`src/rtl/image_rom_arbiter.sv`:
```
// Shares the input image ROM read port between the VGA scan reader and the Sobel window fetcher.
// VGA has priority; a starvation counter forces a Sobel win after MAX_WAIT denied cycles.
`timescale 1ns/1ps
module image_rom_arbiter #(
  parameter int ADDR_W   = 14,
  parameter int DATA_W   = 8,
  parameter int ROM_LAT  = 1,
  parameter int MAX_WAIT = 4,
  parameter int MISS_W   = 16
) (
  input  logic              clk,
  input  logic              rst,
  input  logic              vga_req,
  input  logic [ADDR_W-1:0] vga_addr,
  output logic              vga_valid,
  output logic [DATA_W-1:0] vga_data,
  output logic              vga_miss,
  output logic [MISS_W-1:0] miss_count,
  input  logic              sob_req,
  input  logic [ADDR_W-1:0] sob_addr,
  output logic              sob_gnt,
  output logic              sob_valid,
  output logic [DATA_W-1:0] sob_data,
  output logic              rom_en,
  output logic [ADDR_W-1:0] rom_addr,
  input  logic [DATA_W-1:0] rom_data
);

  localparam int WAIT_W = 4;
  localparam logic [WAIT_W-1:0] WAIT_MAX = WAIT_W'(MAX_WAIT);

  logic [WAIT_W-1:0]  wait_cnt;
  logic               sob_win;
  logic               vga_win;
  logic               vga_deny;
  logic               grant;
  logic [ROM_LAT-1:0] tag_vld;
  logic [ROM_LAT-1:0] tag_sob;

  // Grants are suppressed while reset is asserted so sob_gnt drops immediately.
  always_comb begin
    sob_win  = 1'b0;
    vga_win  = 1'b0;
    vga_deny = 1'b0;
    rom_addr = '0;
    if (!rst) begin
      sob_win  = sob_req && (!vga_req || (wait_cnt == WAIT_MAX));
      vga_win  = vga_req && !sob_win;
      vga_deny = vga_req && sob_win;
    end
    grant   = sob_win || vga_win;
    sob_gnt = sob_win;
    rom_en  = grant;
    if (sob_win) begin
      rom_addr = sob_addr;
    end else if (vga_win) begin
      rom_addr = vga_addr;
    end
  end

  always_ff @(posedge clk or posedge rst) begin
    if (rst) begin
      wait_cnt <= '0;
    end else if (sob_req && !sob_win) begin
      if (wait_cnt != WAIT_MAX) begin
        wait_cnt <= wait_cnt + WAIT_W'(1);
      end
    end else begin
      wait_cnt <= '0;
    end
  end

  // Tag pipeline tracks which requester owns each in-flight ROM read.
  always_ff @(posedge clk or posedge rst) begin
    if (rst) begin
      tag_vld <= '0;
      tag_sob <= '0;
    end else begin
      tag_vld[0] <= grant;
      tag_sob[0] <= sob_win;
      for (int i = 1; i < ROM_LAT; i++) begin
        tag_vld[i] <= tag_vld[i-1];
        tag_sob[i] <= tag_sob[i-1];
      end
    end
  end

  always_ff @(posedge clk or posedge rst) begin
    if (rst) begin
      vga_valid <= 1'b0;
      vga_data  <= '0;
      sob_valid <= 1'b0;
      sob_data  <= '0;
    end else begin
      vga_valid <= 1'b0;
      sob_valid <= 1'b0;
      if (tag_vld[ROM_LAT-1]) begin
        if (tag_sob[ROM_LAT-1]) begin
          sob_valid <= 1'b1;
          sob_data  <= rom_data;
        end else begin
          vga_valid <= 1'b1;
          vga_data  <= rom_data;
        end
      end
    end
  end

  // Denied VGA requests are dropped; only the miss is recorded.
  always_ff @(posedge clk or posedge rst) begin
    if (rst) begin
      vga_miss   <= 1'b0;
      miss_count <= '0;
    end else begin
      vga_miss <= vga_deny;
      if (vga_deny && (miss_count != '1)) begin
        miss_count <= miss_count + MISS_W'(1);
      end
    end
  end

endmodule

```
`config.mk`:
```
export PLATFORM = sky130hd
export DESIGN_NAME = image_rom_arbiter
export DESIGN_NICKNAME = d
export VERILOG_FILES = /design/src/rtl/image_rom_arbiter.sv
export SDC_FILE = /design/constraint.sdc
export NUM_CORES = 1
export LEC_CHECK = 0
export CAP_MARGIN = 20
export CORE_MARGIN = 2
export CORE_UTILIZATION = 41
export CTS_CLUSTER_DIAMETER = 50
export DETAILED_ROUTE_END_ITERATION = 10
export PLACE_DENSITY = 0.81
export SYNTH_ARGS = -nofsm -noshare
export SYNTH_HDL_FRONTEND = slang
export SYNTH_SLANG_ARGS = --single-unit
```
`constraint.sdc`:
```
create_clock -name clk -period 2.6 [get_ports clk]
set_input_delay 0.26 -clock clk [delete_from_list [all_inputs] [get_ports clk]]
set_output_delay 0.26 -clock clk [all_outputs]
set_load 0.01 [all_outputs]
```
==> summary.txt <==
Ant diodes -> 0
WL per Instance -> 13.7 um
Required @ worst endpoint -> 2340 ps
Cell with the most instances after synthesis -> dfrtp_1
Synth top cells by count -> 41 x dfrtp_1, 17 x mux2_2, 14 x a22o_1, 12 x xnor2_1
Die Ht -> 72.7 um
Synth warn -> 0
Initial antenna violation count -> 0
Yosys top cell by area -> dfrtp_1
Final antenna-violating net count -> 0
Ys async rst share -> 100%
Fin cells -> 316
Cells after synthesis -> 166
Startpoint class of the critical path -> flip-flop
Mapped Avg Cell Area -> 11.7 um2
First-pass detailed-route iteration total -> 4
TritonCTS clock tree -> done
Yosys cell types -> 33
Critical path type -> flip-flop to primary output
Layout Nets -> 307
Max FO, Critical Path -> 17
Setup Skew -> 8.69 ps
Clock buffer depth -> 2
Final wirelength -> 4.34 mm
Post-synthesis register bit count -> 41
Number of global-route vias before repair -> 1581
Seq/Total Area, Yosys -> 53.0%
Setup TNS -> 0 ps
Num CTS Buffers -> 5
I/O Buffers -> 90
Initial DRC count -> 66
Number of synthesized flops with an enable pin -> 0
Worst slack, placed -> 393 ps
Achievable Freq -> 406 MHz
Top Usage Layer GRT -> met2
Area contributors post-synth -> dfrtp_1 53%, mux2_2 9.9%, a22o_1 6.3%
Die area -> 5290 um2
Met1 Usage GRT -> 21.5%
Slew headroom -> 61.4%
Status -> completed
MaxCap Viol Count -> 0
CP delay by family, top -> buffers and inverters
Share of cells above drive strength 1 -> 13.3%
Vias -> 1629
Top-area cell type share of the netlist area -> 53.0%
Final setup viols -> 0
Slew @ Worst Pin -> 574 ps
Leakage -> 1.27 nW
Kind of end point of the critical path -> primary output
CTS clk-pin slew, worst paths -> 80 ps
Routability Congestion -> 0.814
Final hold violations -> 0
Pwr/cell area -> 542 nW/um2
RSZ-0062 raised after global routing -> false
Met2 usage -> 28.1%
First-pass GRT wire length -> 7.00 mm
Final WS setup -> 136 ps
# clock sinks -> 41
H-Tree Depth -> 2
Ports -> 91
CP Data Arrival Time -> 2200 ps
Initial Utilization -> 43.6%
Core area -> 4440 um2
Met3 Use GR -> 4.28%
Area Overhead vs Synth -> 56.2%
Hold WC Path Type -> flip-flop to flip-flop
Skew-Pair Late Insertion Delay -> 290 ps
CP max-delay cell -> clkdlybuf4s50_1
Root buffer cell -> clkbuf_8
Worst vdd ir -> 0.000311 V
Synth Net Count -> 209
Drt via density -> 5.16
Post-route clock period utilization -> 94.8%
Total GRT Usage -> 17.1%
CP max stage delay -> 540 ps
Crit-path cells -> inv_1, ha_1, nand3b_2, a21oi_1, buf_4, a22o_1, clkdlybuf4s50_1
Cell Area, Synth -> 1940 um2
Hold Slack -> 502 ps
Post-CTS Hold Buffers -> 0
DIE WIDTH -> 72.7 um
DP HPWL -> 3.31 mm
Worst path bufs/invs -> 3
Largest net degree at the start of global routing -> 42
Slew Limit Fails -> 0
Core Rows -> 24
GR Overflow Total -> 0
Main synth FF type -> dfrtp_1
DRC errors left -> 0
Placed insts -> 309
Clock period minus worst slack -> 2460 ps
[worst register-to-register path, delay by kind of cell (launching register included)]
family                     cells  cell delay, ps
and+or+nand+nor                3             660
DFF                            1             430
muxes                          1             320
buffers and inverters          2             260
adders and majority gates      1             210
[placed cells by master (no fill, tap or decap), drive strengths merged]
cell / netlist / routed
clkinv: 0 / 1
o21a: 1 / 1
nand3b: 2 / 2
buf: 1 / 4
o2111a: 1 / 1
a21oi: 10 / 10
o21ai: 2 / 2
mux2: 18 / 18
nand4: 4 / 4
or3: 2 / 2
and3: 3 / 3
nor3: 4 / 4
and4: 1 / 1
a22o: 14 / 14
nand2: 10 / 10
ha: 3 / 3
xor2: 1 / 1
nand2b: 3 / 3
xnor2: 12 / 12
bufinv: 0 / 1
nor4: 1 / 1
nand3: 10 / 10
clkdlybuf4s50: 0 / 90
clkbuf: 2 / 5
inv: 8 / 8
dfrtp: 41 / 41
nand4b: 1 / 1
nor2: 9 / 9
or4: 1 / 1
o2111ai: 1 / 1
[stage by stage]
| step | util, % | power [mW] | cell area, um2 |
|---|---|---|---|
| after floorplan | - | 0.924 | 1940 |
| after global placement | 65.6 | 1.16 | 2920 |
| after detailed placement | 65.6 | 1.17 | 2920 |
| after global routing | 68.0 | 1.73 | 3020 |
| final | 68.0 | 1.64 | 3020 |
| after CTS | 68.0 | 1.66 | 3020 |
[cell type report]
cell class / count / area (um2)
Clock inverter: 2 / 35.0
Fill cell: 359 / 1420
Clock buffer: 5 / 68.8
Inverter: 8 / 30.0
Multi-Input combinational cell: 114 / 865
Tap cell: 52 / 65.1
Sequential cell: 41 / 1030
Timing Repair Buffer: 94 / 935
[report_power, final]
| group | switching, mW | total (mW) | internal (mW) |
|---|---|---|---|
| Combinational | 0.146 | 0.407 | 0.260 |
| Sequential | 0.0421 | 0.750 | 0.708 |
| Clock | 0.204 | 0.483 | 0.279 |
[registers in the layout (all words and copies together) (netlist names)]
| signal | flops |
|---|---|
| tag_vld | 1 |
| tag_sob | 1 |
| wait_cnt | 4 |
| vga_miss | 1 |
| sob_valid | 1 |
| vga_valid | 1 |
| miss_count | 16 |
| sob_data | 8 |
| vga_data | 8 |
[repair_timing]
item                       CTS  global route
setup endpoints to repair    0             1
buffers inserted             0             0
gates resized for setup      0             1
[worst paths after layout]
kind,from,cells after the start,to,slack [ps]
min,miss_count[8],1,miss_count[8],500
min in group asynchronous,rst,3,miss_count[14],510
max in group asynchronous,rst,3,sob_data[1],1740
max reg2reg,wait_cnt[0],7,miss_count[5],630
min reg2reg,miss_count[8],1,miss_count[8],500
max,wait_cnt[0],7,rom_addr[3],140
[per-layer routing]
layer  vias up  wire (um)
li1        793          -
met1       766       1860
met5         -          0
met2        66       2100
met4         0         69
met3         4        303
[cells by family after synthesis]
| kind of cell | Yosys count | synth area share, % |
|---|---|---|
| buffers and inverters | 11 | 2.33 |
| flip-flops | 41 | 53.0 |
| AO/OA/AOI/OAI | 29 | 11.2 |
| multiplexers | 18 | 10.7 |
| adder cells (fa/ha/maj) | 3 | 1.94 |
| XOR/XNOR | 13 | 5.88 |
| AND/OR/NAND/NOR | 51 | 14.9 |
(Power assumes the default switching activity.)
